==> config.mk <==
export PLATFORM = sky130hd
export DESIGN_NAME = hash_req_arbiter
export DESIGN_NICKNAME = d
export VERILOG_FILES = /design/src/rtl/hash_arb_pkg.sv /design/src/rtl/hash_rr_grant.sv /design/src/rtl/hash_req_arbiter.sv
export SDC_FILE = /design/constraint.sdc
export NUM_CORES = 1
export LEC_CHECK = 0
export CAP_MARGIN = 30
export CORE_MARGIN = 8
export CORE_UTILIZATION = 33
export DETAILED_ROUTE_END_ITERATION = 10
export GPL_ROUTABILITY_DRIVEN = 1
export PLACE_DENSITY = 0.76
export SETUP_SLACK_MARGIN = 0.02
export SLEW_MARGIN = 15
export SYNTH_ARGS = -nofsm -noshare
export SYNTH_HDL_FRONTEND = slang
export SYNTH_SLANG_ARGS = --single-unit
==> constraint.sdc <==
create_clock -name clk -period 2.67 [get_ports clk]
set_input_delay 0.4005 -clock clk [delete_from_list [all_inputs] [get_ports clk]]
set_output_delay 0.4005 -clock clk [all_outputs]
set_load 0.05 [all_outputs]
==> src/rtl/hash_arb_pkg.sv <==
// Shared types and defaults for the count-min hash request arbiter.
// Holds the default requester count and hash pipeline depth, the requester id
// type carried through the id pipe, and the round-robin pointer helper.
package hash_arb_pkg;

   localparam int NUM_REQ_DEF      = 2;
   localparam int ID_SIZE_DEF      = $clog2(NUM_REQ_DEF);
   localparam int HASH_LATENCY_DEF = 6;

   // Id storage is sized for up to 256 requesters; narrower builds use the low bits.
   localparam int ID_MAX_SIZE = 8;

   typedef logic [ID_MAX_SIZE-1:0] req_id_t;

   // One entry of the id pipe that shadows the hash pipeline.
   typedef struct packed {
      logic    v;
      req_id_t id;
   } tag_pipe_t;

   // Next round-robin start position after requester idx wins, wrapping at n.
   function automatic int rr_next(input int idx, input int n);
      return (idx + 1 >= n) ? 0 : idx + 1;
   endfunction

endpackage

==> src/rtl/hash_rr_grant.sv <==
// Combinational round-robin picker.
// Scans the valid vector starting at ptr and grants the first requester found.
// The grant is one-hot or zero; win_idx is meaningful only when any_grant is set.
module hash_rr_grant #(
   parameter int NUM_REQ = 2,
   parameter int ID_SIZE = $clog2(NUM_REQ)
) (
   input  logic [NUM_REQ-1:0] valid,
   input  logic [ID_SIZE-1:0] ptr,
   output logic [NUM_REQ-1:0] grant,
   output logic [ID_SIZE-1:0] win_idx,
   output logic               any_grant
);

   int                 idx;
   logic [ID_SIZE-1:0] idx_w;

   // Walk the requesters in priority order ptr, ptr+1, ... and stop at the first valid one.
   always_comb begin
      grant     = '0;
      win_idx   = '0;
      any_grant = 1'b0;
      idx       = 0;
      idx_w     = '0;
      for (int k = 0; k < NUM_REQ; k++) begin
         idx   = (int'(ptr) + k) % NUM_REQ;
         idx_w = ID_SIZE'(idx);
         if (!any_grant && valid[idx_w]) begin
            grant[idx_w] = 1'b1;
            win_idx      = idx_w;
            any_grant    = 1'b1;
         end
      end
   end

endmodule

==> src/rtl/hash_req_arbiter.sv <==
// Shares one count-min hash pipeline between NUM_REQ address requesters.
// Round-robin issues one address per cycle, shadows the hash pipeline with an
// id pipe so results come back tagged with their requester, and gates issue on
// credits so the downstream bank-update buffer never overflows.
// Optional build macro HASH_ARB_PERF_CNT_EN adds saturating per-requester grant
// counters and a credit-stall cycle counter.
module hash_req_arbiter
   import hash_arb_pkg::*;
#(
   parameter int NUM_REQ      = hash_arb_pkg::NUM_REQ_DEF,
   parameter int ADDR_SIZE    = 22,
   parameter int HASH_LATENCY = hash_arb_pkg::HASH_LATENCY_DEF,
   parameter int CREDITS      = 8,
   parameter int ID_SIZE      = $clog2(NUM_REQ),
   parameter int CRED_SIZE    = $clog2(CREDITS + 1)
) (
   input  logic                               clk,
   input  logic                               rst_n,
   input  logic [NUM_REQ-1:0]                 req_valid,
   input  logic [NUM_REQ-1:0][ADDR_SIZE-1:0]  req_addr,
   output logic [NUM_REQ-1:0]                 req_ready,
   output logic                               hash_in_valid,
   output logic [ADDR_SIZE-1:0]               hash_in_addr,
   input  logic                               hash_out_valid,
   input  logic [ADDR_SIZE-1:0]               hash_out_addr,
   output logic                               tag_valid,
   output logic [ADDR_SIZE-1:0]               tag_addr,
   output logic [ID_SIZE-1:0]                 tag_id,
   input  logic                               credit_return,
   output logic [CRED_SIZE-1:0]               credits_avail,
   output logic                               err_sticky
`ifdef HASH_ARB_PERF_CNT_EN
   ,
   output logic [NUM_REQ-1:0][31:0]           perf_grant_cnt,
   output logic [31:0]                        perf_stall_cnt
`endif
);

   localparam logic [CRED_SIZE-1:0] CRED_FULL = CRED_SIZE'(CREDITS);
   localparam logic [CRED_SIZE-1:0] CRED_ONE  = CRED_SIZE'(1);

   genvar gi;

   logic                              credit_ok;
   logic [NUM_REQ-1:0]                elig;
   logic [NUM_REQ-1:0]                grant;
   logic [ID_SIZE-1:0]                win_idx;
   logic                              issue;

   logic [CRED_SIZE-1:0]              credits_reg;
   logic [CRED_SIZE-1:0]              credits_next;
   logic                              cred_overflow;

   logic [ID_SIZE-1:0]                rr_ptr_reg;
   logic                              hash_in_valid_reg;
   logic [ADDR_SIZE-1:0]              hash_in_addr_reg;
   req_id_t                           hash_in_id_reg;

   tag_pipe_t [HASH_LATENCY-1:0]      id_pipe_reg;
   tag_pipe_t                         pipe_tail;
   logic                              misalign;
   logic                              err_sticky_reg;

   // ------------------------------------------------------------------
   // Grant: only requesters with an address, and only while credit remains.
   // The grant never looks at credit_return, so a same-cycle return cannot
   // open a grant combinationally.
   // ------------------------------------------------------------------
   assign credit_ok = (credits_reg != '0);

   for (gi = 0; gi < NUM_REQ; gi++) begin : g_elig
      assign elig[gi] = req_valid[gi] & credit_ok;
   end

   hash_rr_grant #(
      .NUM_REQ (NUM_REQ),
      .ID_SIZE (ID_SIZE)
   ) u_rr_grant (
      .valid     (elig),
      .ptr       (rr_ptr_reg),
      .grant     (grant),
      .win_idx   (win_idx),
      .any_grant (issue)
   );

   assign req_ready = grant;

   // Issue register: capture the winning address and id, advance the rr pointer past the winner.
   always_ff @(posedge clk or negedge rst_n) begin
      if (!rst_n) begin
         hash_in_valid_reg <= 1'b0;
         hash_in_addr_reg  <= '0;
         hash_in_id_reg    <= '0;
         rr_ptr_reg        <= '0;
      end else begin
         hash_in_valid_reg <= issue;
         if (issue) begin
            hash_in_addr_reg <= req_addr[win_idx];
            hash_in_id_reg   <= req_id_t'(win_idx);
            rr_ptr_reg       <= ID_SIZE'(rr_next(int'(win_idx), NUM_REQ));
         end
      end
   end

   assign hash_in_valid = hash_in_valid_reg;
   assign hash_in_addr  = hash_in_addr_reg;

   // ------------------------------------------------------------------
   // Credits: issue consumes one, return frees one, both together cancel.
   // A return with the counter already full is dropped and flagged.
   // ------------------------------------------------------------------
   // Next credit count and overflow detect.
   always_comb begin
      credits_next  = credits_reg;
      cred_overflow = 1'b0;
      case ({issue, credit_return})
         2'b10: credits_next = credits_reg - CRED_ONE;
         2'b01: begin
            if (credits_reg == CRED_FULL) begin
               cred_overflow = 1'b1;
            end else begin
               credits_next = credits_reg + CRED_ONE;
            end
         end
         default: credits_next = credits_reg;
      endcase
   end

   // Credit counter register, restored to full on reset.
   always_ff @(posedge clk or negedge rst_n) begin
      if (!rst_n) begin
         credits_reg <= CRED_FULL;
      end else begin
         credits_reg <= credits_next;
      end
   end

   assign credits_avail = credits_reg;

   // ------------------------------------------------------------------
   // Id pipe: fed from the issue register, so an entry reaches the tail in the
   // same cycle the hash pipeline presents that address's result.
   // ------------------------------------------------------------------
   // Shift {valid,id} one stage per cycle behind hash_in_valid.
   always_ff @(posedge clk or negedge rst_n) begin
      if (!rst_n) begin
         id_pipe_reg <= '0;
      end else begin
         for (int i = HASH_LATENCY - 1; i > 0; i--) begin
            id_pipe_reg[i] <= id_pipe_reg[i-1];
         end
         id_pipe_reg[0] <= '{v: hash_in_valid_reg, id: hash_in_id_reg};
      end
   end

   assign pipe_tail = id_pipe_reg[HASH_LATENCY-1];
   assign misalign  = (hash_out_valid != pipe_tail.v);

   // Results pass straight through; only the id comes from the pipe tail.
   assign tag_valid = hash_out_valid;
   assign tag_addr  = hash_out_addr;
   assign tag_id    = ID_SIZE'(pipe_tail.id);

   // Sticky error: misaligned result or credit overflow, cleared only by reset.
   always_ff @(posedge clk or negedge rst_n) begin
      if (!rst_n) begin
         err_sticky_reg <= 1'b0;
      end else if (misalign || cred_overflow) begin
         err_sticky_reg <= 1'b1;
      end
   end

   assign err_sticky = err_sticky_reg;

`ifdef HASH_ARB_PERF_CNT_EN
   // ------------------------------------------------------------------
   // Performance counters, saturating at all-ones.
   // ------------------------------------------------------------------
   logic        stall_cycle;
   logic [31:0] stall_cnt_reg;

   assign stall_cycle = (|req_valid) && !credit_ok;

   for (gi = 0; gi < NUM_REQ; gi++) begin : g_perf_grant
      logic [31:0] cnt_reg;

      // Count transfers from requester gi.
      always_ff @(posedge clk or negedge rst_n) begin
         if (!rst_n) begin
            cnt_reg <= '0;
         end else if (grant[gi] && (cnt_reg != '1)) begin
            cnt_reg <= cnt_reg + 32'd1;
         end
      end

      assign perf_grant_cnt[gi] = cnt_reg;
   end

   // Count cycles where someone is waiting but no credit is left.
   always_ff @(posedge clk or negedge rst_n) begin
      if (!rst_n) begin
         stall_cnt_reg <= '0;
      end else if (stall_cycle && (stall_cnt_reg != '1)) begin
         stall_cnt_reg <= stall_cnt_reg + 32'd1;
      end
   end

   assign perf_stall_cnt = stall_cnt_reg;
`endif

endmodule

# Word-level counts from Yosys, hierarchy flattened
# Cells that the tools add are included.
[word_totals]
ff_bits = 42
latch_bits = 0
ramBits = 0
rom_bits = 0
out_inout_bits = 54
wordCells = 65
mem_count = 0
[classes]
n_addsub = 4
mul = 0
div_mod_pow = 0
order_cmp = 6
eq_ne = 5
n_shift = 0
muxes = 21
bitwise = 3
n_reduce_logical = 8
[op_table]
columns = ["cell", "n"]
rows = [
  ["$mux W22", 2],
  ["$mux W1", 13],
  ["$pmux W4 S2", 1],
  ["$lt A1 B2 Y1 const B", 3],
  ["$add A4 B1 Y4 const B", 1],
  ["$eq A4 B4 Y1 const B", 1],
  ["$mux W2", 2],
  ["$mux W4", 1],
  ["$reduce_bool A4 Y1", 1],
  ["$sub A4 B1 Y4 const B", 1],
  ["$logic_and A1 B1 Y1", 3],
  ["$add A1 B1 Y2 const B", 1],
  ["$and A1 B1 Y1", 2],
  ["$demux W1 S1", 2],
  ["$eq A2 B1 Y1 const B", 1],
  ["$eq A2 B2 Y1 const B", 1],
  ["$ge A1 B1 Y1 const B", 2],
  ["$ge A2 B2 Y1 const B", 1],
  ["$ne A2 B2 Y1 const B", 1],
  ["$or A2 B2 Y2", 1],
  ["$reduce_and A2 Y1", 1],
  ["$reduce_bool A2 Y1", 1],
  ["$add A1 B1 Y1 const B", 1],
  ["$logic_not A1 Y1", 1],
  ["2 further kinds", 2],
]

# Longest topological paths before layout
[logic_depth]
ltp_word = 11
mapped_depth = 10

# By module
# A second synthesis with hierarchy kept.
[hier_totals]
hier_cells = 175
hier_area_um2 = 1976.9
[modules_own_cells]
columns = ["module", "instances", "cells_per_inst", "area_each_um2", "seq_area_each_um2"]
rows = [
  ["hash_req_arbiter", 1, 170, 1944.4, 1052.3],
  ["hash_rr_grant", 1, 5, 32.5, 0.0],
]

# Worst setup path after synthesis
# Ideal clock, no wire load.
[synth_timing]
path_type = "reg-to-reg"
startpoint = "register credits_reg[0] (netlist: credits_avail[0])"
endpoint = "register credits_reg[3] (netlist: credits_avail[3])"
setup_ns = 0.081
t_arrival_ns = 2.895
setup_slack_ns = -0.306
stages_incl_launch_ff = 11
synth_period_minus_slack_ns = 2.976
cell_sequence = "dfrtp_1 or4_4 o21ai_4 buf_2 buf_2 nand2_1 ha_1 a21oi_1 nand2_1 or4_1 o211ai_1"
[synth_via]
elab_chain_cells = 11
[synth_lines]
columns = ["item", "line_no", "rtl"]
rows = [
  ["start, declared", "hash_req_arbiter.sv:50", "logic [CRED_SIZE-1:0] credits_reg;"],
  ["start signal, assigned", "hash_req_arbiter.sv:134", "credits_reg <= credits_next;"],
  ["$reduce_bool A4 Y1", "hash_req_arbiter.sv:69", "assign credit_ok = (credits_reg != '0);"],
  ["$and A1 B1 Y1", "hash_req_arbiter.sv:72", "assign elig[gi] = req_valid[gi] & credit_ok;"],
  ["$mux W1 (implied by the code) (2 in series)", "hash_rr_grant.sv:28", "if (!any_grant && valid[idx_w]) begin"],
  ["$mux W1", "hash_rr_grant.sv:28", ""],
  ["$logic_not A1 Y1", "hash_rr_grant.sv:28", ""],
  ["$logic_and A1 B1 Y1", "hash_rr_grant.sv:28", ""],
  ["$mux W1", "hash_rr_grant.sv:28", ""],
  ["$eq A2 B1 Y1 or $eq A2 B2 Y1 (tied branches)", "hash_req_arbiter.sv:116", "case ({issue, credit_return})"],
  ["$ne A2 B2 Y1 (no line) or $reduce_bool A2 Y1 (tied branches)", "n/a", ""],
  ["$reduce_and A2 Y1 (no line)", "n/a", ""],
]
# Several ways; a longest one is shown, not always the timed one. The select of a mux whose other input is x is not followed.
# A chain may end at the register's enable or synchronous reset.

# Worst setup path in the final report
[layout_timing]
startpoint = "register credits_reg[1] (netlist: credits_avail[1])"
endpoint = "register credits_reg[2] (netlist: credits_avail[2])"
[layout_via]
elab_chain_cells = 11
[layout_lines]
columns = ["item", "line_no", "rtl"]
rows = [
  ["$reduce_bool A4 Y1 *", "hash_req_arbiter.sv:69", ""],
  ["$and A1 B1 Y1", "hash_req_arbiter.sv:72", ""],
  ["$mux W1 (implied by the code) (2 in series)", "hash_rr_grant.sv:28", ""],
  ["$mux W1", "hash_rr_grant.sv:28", ""],
  ["$logic_not A1 Y1", "hash_rr_grant.sv:28", ""],
  ["$logic_and A1 B1 Y1", "hash_rr_grant.sv:28", ""],
  ["$mux W1 *", "hash_rr_grant.sv:28", ""],
  ["net issue", "hash_req_arbiter.sv:48", "logic issue;"],
  ["$eq A2 B1 Y1 or $eq A2 B2 Y1 (tied branches)", "hash_req_arbiter.sv:116", ""],
  ["$ne A2 B2 Y1 (no line) or $reduce_bool A2 Y1 (tied branches)", "n/a", ""],
  ["$reduce_and A2 Y1 (no line)", "n/a", ""],
]
# The timed path passes the listed nets; every way through them passes the cells marked *. The select of a mux whose other input is x is not followed.

==> results.md <==
* Non-filler cells, final at 313
* Status: completed
* FF-to-FF End: credits_avail[2]$_DFFE_PN0P_
* Sequential area share after synthesis at 0.526
* Tmin final at 2.35 ns
* Synth-to-layout area growth at 43.5%
* Overall routing resource usage at 0.107
* Antenna Nets Post-Route at 0
* Arr. time, crit path at 2.53 ns
* Async S/R FF share, synth at 1.00
* Die height at 93.8 um
* DP HPWL at 3620 um
* Count leader, synth: dfrtp_1
* Synth cell types at 35
* Final core occ at 0.487
* Startpoint types: flop
* Final setup fails at 0
* Worst r2r src: credits_avail[1]$_DFFE_PN0P_
* Area of the core at 5890 sq um
* Syn nets at 252
* CP required at 2.85 ns
* Critical Path Sink Type: flop
* Total CTS buffers at 5
* Die width at 93.8 um
* Mapped Area at 2000 sq um
* Worst skew pair latency at 0.29 ns
* Drc violations at 0
* Antenna diodes at 0
* Largest net degree at the start of global routing at 52
* First-pass GRT wire length at 7690 um
* Clk_skew at 0.00671 ns
* Met1 Resource Use GR at 0.120
* Fillers at 545
* FMAX at 0.426 GHz
* CTS H-Tree Depth at 2
* Worst setup path startpoint: credits_avail[1]$_DFFE_PN0P_
* Worst-margin pin slew at 0.533 ns
* Largest register FFs at 22
* DIE AREA at 8810 sq um
* CTS Root Cell: clkbuf_8
* FF+latch area at 1060 sq um
* Relative slew slack at 0.640
* Placement row count at 28
* Count of flip-flops with a built-in enable after synthesis at 0
* Post-synth top area share at 0.513
* Initial Util at 0.340
* P_leak at 1.17 nW
* Overall via count from detail_route at 1457
* Number of buffers added on ports at 81
* Multi-input logic area at 734 sq um
* Setup slack, reg-to-reg at 0.32 ns
* Share of cells above drive strength 1 at 0.118
* Avg Cell Area, Syn at 11.3 sq um
* Nets at 312
* Post-synth top area cell: dfrtp_1
* Setup Fix Bufs, Post-CTS at 0
* Post-Syn Instances at 177
* Fin crit share at 0.880
* Clock tree from TritonCTS: done
* Final Hold Viols at 0
* Clk slew on worst S/H paths at 0.08 ns
* Predominant post-synthesis flop cell: dfrtp_1
* Worst min-delay path category: input port to asynchronous set/reset pin
* Post-Place Cells at 304
* R2R cell count at 6
* Most Crowded Layer GR: met2
* Synthesis-stage register bit count at 42
* WL/cell at 14.9 um
* Setup tns final at 0 ns
* Met3 Usage GRT at 0.0624
* Clock sink count at 42
* Max Cap Violations at 0
* Vias per cell at 4.65
* Fin. max-slew vios at 0
* Final wirelength at 4670 um
* Yosys synthesis warning count at 0
* Hold buffers post-CTS at 0
* Vias in the first global route at 1546
* Peak VDD IR at 0.427 mV
* RSZ-0062 raised after global routing: false
* Commonest cells post-synth: dfrtp_1, nand2_1, mux2i_1
* Total congestion overflow at 0
* Number of iterations in the first detailed-routing pass at 3
* Number of top-level pins at 126
* Initial antenna violation count at 0
* Clock tree buffer depth at 2
* Gates resized, CTS repair at 0
* Top cells by area, synth: dfrtp_1, mux2i_1, buf_4
* PD cells at 1160 nW/um^2
* DRT iter0 DRCs at 39
* Placer Congestion at 0.767
* Kind of critical path: flop to flop
* Global Route met2 Usage at 0.169
* CP Max Fanout at 51
worst max-delay path by stage:
stage	to	slack (ns)
final	credits_avail[2]$_DFFE_PN0P_	0.32
after global routing	credits_avail[2]$_DFFE_PN0P_	0.18
after CTS	req_ready[1]	0.31
after detailed placement	credits_avail[2]$_DFFE_PN0P_	0.31
after global placement	credits_avail[2]$_DFFE_PN0P_	0.36
after floorplan	credits_avail[3]$_DFFE_PN1P_	0.02
worst max-delay path, cell delays in order (launching register included):
cell,delay [ns]
dfrtp_2,0.47
or4_4,0.58
o21ai_4,0.09
buf_4,0.42
inv_4,0.08
mux2_2,0.30
mux2_4,0.29
final cells by class:
cell class	count	area share
Sequential cell	42	0.368
Timing Repair Buffer	85	0.303
Multi-Input combinational cell	102	0.256
Tap cell	75	0.0327
Clock buffer	6	0.0253
Clock inverter	2	0.0131
Inverter	1	0.00218
cells in the final DEF, fill, tap and decap left out, types with 2 or more instances in the layout:
| cell type | netlist | final |
|---|---|---|
| a21oi_1 | 4 | 3 |
| and3_1 | 2 | 2 |
| buf_12 | 0 | 3 |
| buf_4 | 23 | 3 |
| clkbuf_8 | 0 | 5 |
| clkdlybuf4s50_1 | 0 | 78 |
| dfrtp_1 | 41 | 38 |
| dfrtp_2 | 0 | 3 |
| mux2_2 | 2 | 2 |
| mux2i_1 | 24 | 24 |
| nand2_1 | 25 | 24 |
| o21ai_0 | 20 | 20 |
| o21ai_1 | 2 | 2 |
| xor2_1 | 2 | 2 |
where the power goes:
part / total, mW / internal (mW) / switching [mW]
registers: 1.06 / 0.895 / 0.163
clock network: 0.488 / 0.279 / 0.210
logic: 1.78 / 0.682 / 1.10
cell families after synthesis:
family | synth area share
simple gates | 0.0820
compound gates | 0.101
fa+ha+maj | 0.0225
flops | 0.526
mux | 0.139
xor+xnor | 0.0131
buf+inv | 0.116
through the flow:
step,instance area (sq um),hold slack [ns],total power [mW],setup WS [ns]
detailed placement,2740,0.336,2.87,0.311
CTS,2850,0.266,3.38,0.309
finish,2870,0.0222,3.33,0.320
global route,2870,0.0376,3.54,0.181
floorplan,2030,0.105,2.34,0.0246
global placement,2740,0.331,2.82,0.356
routing by layer:
layer	routed length, um	part of all wire	vias to the layer above
li1	-	-	706
met1	1860	0.40	675
met2	2150	0.46	68
met3	608	0.13	8
met4	48	0.010	0
met5	0	0	-
(Power assumes the default switching activity.)
